File: config.mk
export PLATFORM = sky130hd
export DESIGN_NAME = pwm_timebase
export DESIGN_NICKNAME = d
export VERILOG_FILES = /design/src/rtl/pwm_timebase.sv
export SDC_FILE = /design/constraint.sdc
export NUM_CORES = 1
export LEC_CHECK = 0
export CAP_MARGIN = 10
export CORE_MARGIN = 5
export CORE_UTILIZATION = 40
export CTS_BUF_LIST = sky130_fd_sc_hd__clkbuf_8
export CTS_CLUSTER_SIZE = 12
export DETAILED_ROUTE_END_ITERATION = 8
export PLACE_DENSITY_LB_ADDON = 0.1
export SYNTH_ARGS = -nofsm -noshare
export SYNTH_HDL_FRONTEND = slang
export SYNTH_SLANG_ARGS = --single-unit
File: constraint.sdc
create_clock -name clk -period 3.05 [get_ports clk]
set_clock_uncertainty 0.15 [all_clocks]
set_input_delay 0.7625 -clock clk [delete_from_list [all_inputs] [get_ports clk]]
set_output_delay 0.7625 -clock clk [all_outputs]
set_load 0.02 [all_outputs]
File: src/rtl/pwm_timebase.sv
// PWM time-base: prescaled up/down/up-down counter with a shadowed period,
// one-shot runs and top/bottom event pulses for the compare stages.
//
//   state (dir) | meaning
//   ------------+------------------------------------------------------
//   1           | counting up (up mode, or rising half of up-down)
//   0           | counting down (down mode, or falling half of up-down)
module pwm_timebase #(
  parameter int unsigned      WIDTH        = 16,
  parameter int unsigned      PS_WIDTH     = 8,
  parameter logic [WIDTH-1:0] RESET_PERIOD = 16'hFFFF
) (
  input  logic                clk,
  input  logic                rst_n,
  input  logic                en,
  input  logic                count_reset,
  input  logic [1:0]          mode,
  input  logic                one_shot,
  input  logic                start,
  input  logic [WIDTH-1:0]    period_in,
  input  logic                period_load,
  input  logic [PS_WIDTH-1:0] prescale,
  output logic [WIDTH-1:0]    count_val,
  output logic                dir,
  output logic                ovf,
  output logic                unf,
  output logic                running,
  output logic [WIDTH-1:0]    active_period
);

  localparam logic [1:0] MODE_DOWN = 2'b01;
  localparam logic [1:0] MODE_UPDN = 2'b10;

  logic [WIDTH-1:0]    count_q, count_d;
  logic [WIDTH-1:0]    period_q, period_d;
  logic [WIDTH-1:0]    shadow_q, shadow_d;
  logic [PS_WIDTH-1:0] ps_q, ps_d;
  logic                dir_q, dir_d;
  logic                ovf_q, ovf_d;
  logic                unf_q, unf_d;
  logic                armed_q, armed_d;
  logic                pending_q, pending_d;

  logic                running_w;
  logic                tick;
  logic                upd_evt;
  logic                mode_dir;
  logic [WIDTH-1:0]    period_upd;

  // State register
  always_ff @(posedge clk or negedge rst_n) begin
    if (!rst_n) begin
      count_q   <= '0;
      period_q  <= RESET_PERIOD;
      shadow_q  <= RESET_PERIOD;
      ps_q      <= '0;
      dir_q     <= 1'b1;
      ovf_q     <= 1'b0;
      unf_q     <= 1'b0;
      armed_q   <= 1'b0;
      pending_q <= 1'b0;
    end else begin
      count_q   <= count_d;
      period_q  <= period_d;
      shadow_q  <= shadow_d;
      ps_q      <= ps_d;
      dir_q     <= dir_d;
      ovf_q     <= ovf_d;
      unf_q     <= unf_d;
      armed_q   <= armed_d;
      pending_q <= pending_d;
    end
  end

  // Period that an update event would install; a coincident load wins
  always_comb begin
    running_w  = en & (~one_shot | armed_q);
    tick       = running_w && (ps_q >= prescale);
    mode_dir   = (mode != MODE_DOWN);
    if (period_load)
      period_upd = period_in;
    else if (pending_q)
      period_upd = shadow_q;
    else
      period_upd = period_q;
  end

  // Next-state logic
  always_comb begin
    count_d   = count_q;
    dir_d     = dir_q;
    ovf_d     = 1'b0;
    unf_d     = 1'b0;
    ps_d      = ps_q;
    armed_d   = armed_q;
    period_d  = period_q;
    shadow_d  = period_load ? period_in : shadow_q;
    pending_d = pending_q | period_load;
    upd_evt   = 1'b0;

    if (running_w)
      ps_d = tick ? '0 : ps_q + 1'b1;

    if (tick) begin
      case (mode)
        MODE_DOWN: begin
          dir_d = 1'b0;
          if (count_q == '0) begin
            count_d = period_upd;
            unf_d   = 1'b1;
            upd_evt = 1'b1;
          end else begin
            count_d = count_q - 1'b1;
          end
        end
        MODE_UPDN: begin
          // Zero period degenerates into both events every tick
          if (period_q == '0) begin
            count_d = '0;
            dir_d   = 1'b1;
            ovf_d   = 1'b1;
            unf_d   = 1'b1;
            upd_evt = 1'b1;
          end else if (dir_q && (count_q >= period_q)) begin
            count_d = period_q - 1'b1;
            dir_d   = 1'b0;
            ovf_d   = 1'b1;
          end else if (!dir_q && (count_q == '0)) begin
            count_d = WIDTH'(1);
            dir_d   = 1'b1;
            unf_d   = 1'b1;
            upd_evt = 1'b1;
          end else begin
            count_d = dir_q ? count_q + 1'b1 : count_q - 1'b1;
          end
        end
        default: begin
          dir_d = 1'b1;
          if (count_q >= period_q) begin
            count_d = '0;
            ovf_d   = 1'b1;
            upd_evt = 1'b1;
          end else begin
            count_d = count_q + 1'b1;
          end
        end
      endcase
    end

    if (upd_evt) begin
      period_d  = period_upd;
      pending_d = 1'b0;
      if (one_shot)
        armed_d = 1'b0;
    end

    // A start landing on the final update event re-arms the next run
    if (start)
      armed_d = 1'b1;

    if (count_reset) begin
      count_d   = '0;
      ps_d      = '0;
      dir_d     = mode_dir;
      armed_d   = 1'b0;
      ovf_d     = 1'b0;
      unf_d     = 1'b0;
      period_d  = period_upd;
      pending_d = 1'b0;
    end
  end

  // Outputs
  always_comb begin
    count_val     = count_q;
    dir           = dir_q;
    ovf           = ovf_q;
    unf           = unf_q;
    active_period = period_q;
    running       = running_w;
  end

endmodule

==> results.sh <==
export IMPL_finalHoldViolCount=0
export IMPL_synth_top_area_share_pct=16.3
export IMPL_tightest_slew_ns=0.597
export IMPL_synth_edf_count=0
export IMPL_clkLatencyLatePin_ns=0.35
export IMPL_via_count=5280
export IMPL_drcViolationCount=0
export IMPL_ys_ff_latch=61
export IMPL_critical_path_class="in -> reg"
export IMPL_fin_crit_ns=2.97
export IMPL_worstPathRequired_ns=3.19
export IMPL_cts_buffers=9
export IMPL_yosysSeqAreaShare_pct=29.5
export IMPL_ff_latch_area_mm2=0.00157
export IMPL_status="completed"
export IMPL_yosys_area_share_adder_pct=7.53
export IMPL_clock_sinks=61
export IMPL_syn_inst=643
export IMPL_hpwl_um=13500
export IMPL_synth_area_mm2=0.00532
export IMPL_relSlewSlack_pct=60.2
export IMPL_die_h_um=125
export IMPL_grt_pass1_wl_um=28600
export IMPL_drt_initial_drc_count=349
export IMPL_start_util_pct=40.5
export IMPL_hold_path_class="in -> async"
export IMPL_avgSynthCellArea_um2=8.27
export IMPL_regToRegSetupSlack_ns=0.19
export IMPL_drtPass1Iterations=5
export IMPL_final_layout_size_suffix_gt1_share_pct=21.0
export IMPL_nFillCells=1284
export IMPL_synth_top_family_by_area="compound AO/OA/AOI/OAI gates"
export IMPL_first_global_vias=5278
export IMPL_path_clk_slew_ns=0.08
export IMPL_h_tree_depth=3
export IMPL_nNetsFinal=821
export IMPL_track_usage_pct=22.6
export IMPL_synth_xor_area_share_pct=6.92
export IMPL_dp_slack_ns=-0.331
export IMPL_viasPerCell=5.64
export IMPL_cts_tree="yes"
export IMPL_multi_input_area_mm2=0.00341
export IMPL_vdd_drop_max_v=0.000309
export IMPL_antenna_found_initial=0
export IMPL_top_level_ports=69
export IMPL_port_buffers=68
export IMPL_muxShareOfSynthArea_pct=8.42
export IMPL_post_route_period_util_pct=97.4
export IMPL_worst_slack_ns=0.0791
export IMPL_n_antenna_cell=0
export IMPL_synthSimpleGateAreaFrac_pct=19.1
export IMPL_rsz0062_at_grt="false"
export IMPL_grt_max_degree=28
export IMPL_ys_top_cells_by_area="dfstp_2, dfrtp_1, ha_1"
export IMPL_p_leak_nw=3.01
export IMPL_routed_wl_um=17600
export IMPL_maxSlewViolCount=0
export IMPL_synth_compound_area_share_pct=21.6
export IMPL_setup_violations=0
export IMPL_max_cap_viol_count=0
export IMPL_syn_nets=708
export IMPL_wl_per_cell_um=18.8
export IMPL_cp_max_fo=8
export IMPL_synthDistinctLibCells=71
export IMPL_max_freq_mhz=337
export IMPL_holdBufCountCts=0
export IMPL_critical_path_arrival_ns=3.11
export IMPL_end_kind="flip-flop"
export IMPL_ctsLongestPathBuffers=2
export IMPL_place_congestion=0.927
export IMPL_synth_ff_type="dfstp_2"
export IMPL_async_reset_ff_share_pct=100
export IMPL_core_area_mm2=0.0131
export IMPL_yosysTopAreaCell="dfstp_2"
export IMPL_area_growth_pct=30.1
export IMPL_die_w_um=125
export IMPL_overflow=0
export IMPL_die_area_mm2=0.0157
export IMPL_antenna_left=0
export IMPL_dp_cells=919
export IMPL_clock_root_buffer="clkbuf_8"
export IMPL_yosysWarnings=0
export IMPL_placementRows=42
export IMPL_critPathLaunchType="input port"
export IMPL_powerDensity_mw_per_mm2=376
export IMPL_final_cells=937
-- per-stage QoR --
| step | hold WS [ns] | instance area [um^2] | util (%) | TNS (ns) | power [W] |
|---|---|---|---|---|---|
| 3_5_place_dp | 0.311 | 6630 | 50.4 | -8.81 | 0.00172 |
| 5_1_grt | 0.297 | 6920 | 52.7 | 0 | 0.00273 |
| 4_1_cts | 0.259 | 6860 | 52.2 | 0 | 0.00261 |
| 3_3_place_gp | 0.308 | 6630 | 50.4 | -8.16 | 0.00170 |
| 2_1_floorplan | 0.298 | 5320 | - | 0 | 0.00139 |
| 6_report | 0.258 | 6920 | 52.7 | 0 | 0.00260 |
-- critical path, stage by stage --
cell and delay, ns:
clkdlybuf4s50_1 0.46, inv_1 0.06, ha_4 0.21, a211o_1 0.28, a31oi_1 0.15, o21ai_1 0.12
a31o_2 0.27, a31oi_4 0.27, clkbuf_16 0.22, mux2_4 0.30
-- where the power goes --
| group | switching (W) | total (W) | leakage [nW] | internal, W |
|---|---|---|---|---|
| clock network | 0.000355 | 0.000889 | 0.126 | 0.000534 |
| logic | 0.000387 | 0.000721 | 2.15 | 0.000334 |
| registers | 0.0000803 | 0.000993 | 0.734 | 0.000913 |
-- placed cells by master, fill, tap and decap left out, drive strengths merged, types with 4 or more instances in the layout --
cell / instances
o21ai: 68
a311oi: 5
nand4: 6
clkdlybuf4s50: 66
or4: 5
or3: 5
nor4: 9
a21oi: 23
a31oi: 6
dfrtp: 28
buf: 74
o22ai: 4
mux2: 17
mux2i: 23
nand3: 16
nor2b: 4
xnor2: 24
a21o: 4
nand2: 61
a211oi: 9
nand2b: 6
xor2: 18
nor2: 49
o211ai: 10
a22oi: 6
clkbuf: 10
dfstp: 33
inv: 53
ha: 32
and3: 8
o21a: 6
o311ai: 4
nor3: 22
-- flip-flops by register name (all words and copies together) (netlist names) --
name and cells:
ovf 1, count_val 16, dir 1, active_period 16, armed_q 1, unf 1, ps_q 8, shadow_q 16
pending_q 1
-- kinds of logic (layout without fill, tap and decap cells) --
logic type	after synthesis	in the layout
fa+ha+maj	32	32
simple gates	202	202
flops	61	61
compound gates	175	175
xor+xnor	42	42
buf+inv	91	209
mux	40	40
-- path summary, 6_finish.rpt --
| check | start | end | cells after the start |
|---|---|---|---|
| max reg2reg | active_period[15] | active_period[14] | 10 |
| max | prescale[2] | active_period[14] | 10 |
| min in group clk | shadow_q[1] | shadow_q[1] | 2 |
| max in group asynchronous | rst_n | shadow_q[6] | 2 |
| min | rst_n | count_val[5] | 1 |
| min reg2reg | shadow_q[1] | shadow_q[1] | 2 |
-- area by class of cell --
type	instances	share of cell area, %
Sequential cell	61	22.6
Inverter	51	2.77
Clock buffer	9	1.79
Multi-Input combinational cell	491	49.3
Timing Repair Buffer	142	18.8
Tap cell	176	3.18
Clock inverter	7	1.55
-- what timing repair did --
action | in CTS | in global routing
gates resized for setup | 1 | 8
setup buffers | 0 | 1
endpoints found under the setup margin | 2 | 19
pin swaps | 1 | 5
cloned | 0 | 1
-- synthesized netlist by cell type, types with 3 or more instances --
| cell | instances |
|---|---|
| dfstp_2 | 33 |
| nor3_1 | 20 |
| nor2_1 | 49 |
| xnor2_1 | 24 |
| nand4_1 | 6 |
| o311ai_0 | 4 |
| mux2_2 | 10 |
| mux2_4 | 7 |
| a21o_1 | 4 |
| o32ai_1 | 3 |
| o211ai_1 | 10 |
| a22oi_1 | 6 |
| ha_1 | 32 |
| a31oi_1 | 5 |
| o22ai_1 | 4 |
| o21ai_1 | 3 |
| xor2_1 | 18 |
| and4_1 | 3 |
| and3_1 | 8 |
| clkbuf_1 | 28 |
| nand3_1 | 16 |
| nand2_1 | 60 |
| inv_1 | 51 |
| or3_1 | 5 |
| a211oi_1 | 9 |
| dfrtp_1 | 28 |
| o21a_1 | 6 |
| nand2b_1 | 6 |
| buf_2 | 5 |
| a21oi_1 | 23 |
| or4_4 | 3 |
| mux2i_1 | 23 |
| a221oi_1 | 3 |
| nor2b_1 | 4 |
| nor4_1 | 8 |
| o21ai_0 | 64 |
| a311oi_1 | 5 |
-- routing by layer --
| layer | up-vias | share of wire, % | GRT usage [%] |
|---|---|---|---|
| met5 | - | 0 | 0 |
| met4 | 0 | 2.3 | 7.91 |
| met1 | 2516 | 45 | 31.0 |
| li1 | 2541 | - | - |
| met2 | 191 | 46 | 35.3 |
| met3 | 32 | 6.8 | 4.86 |
Note: power is estimated with default switching activity, not from simulation.
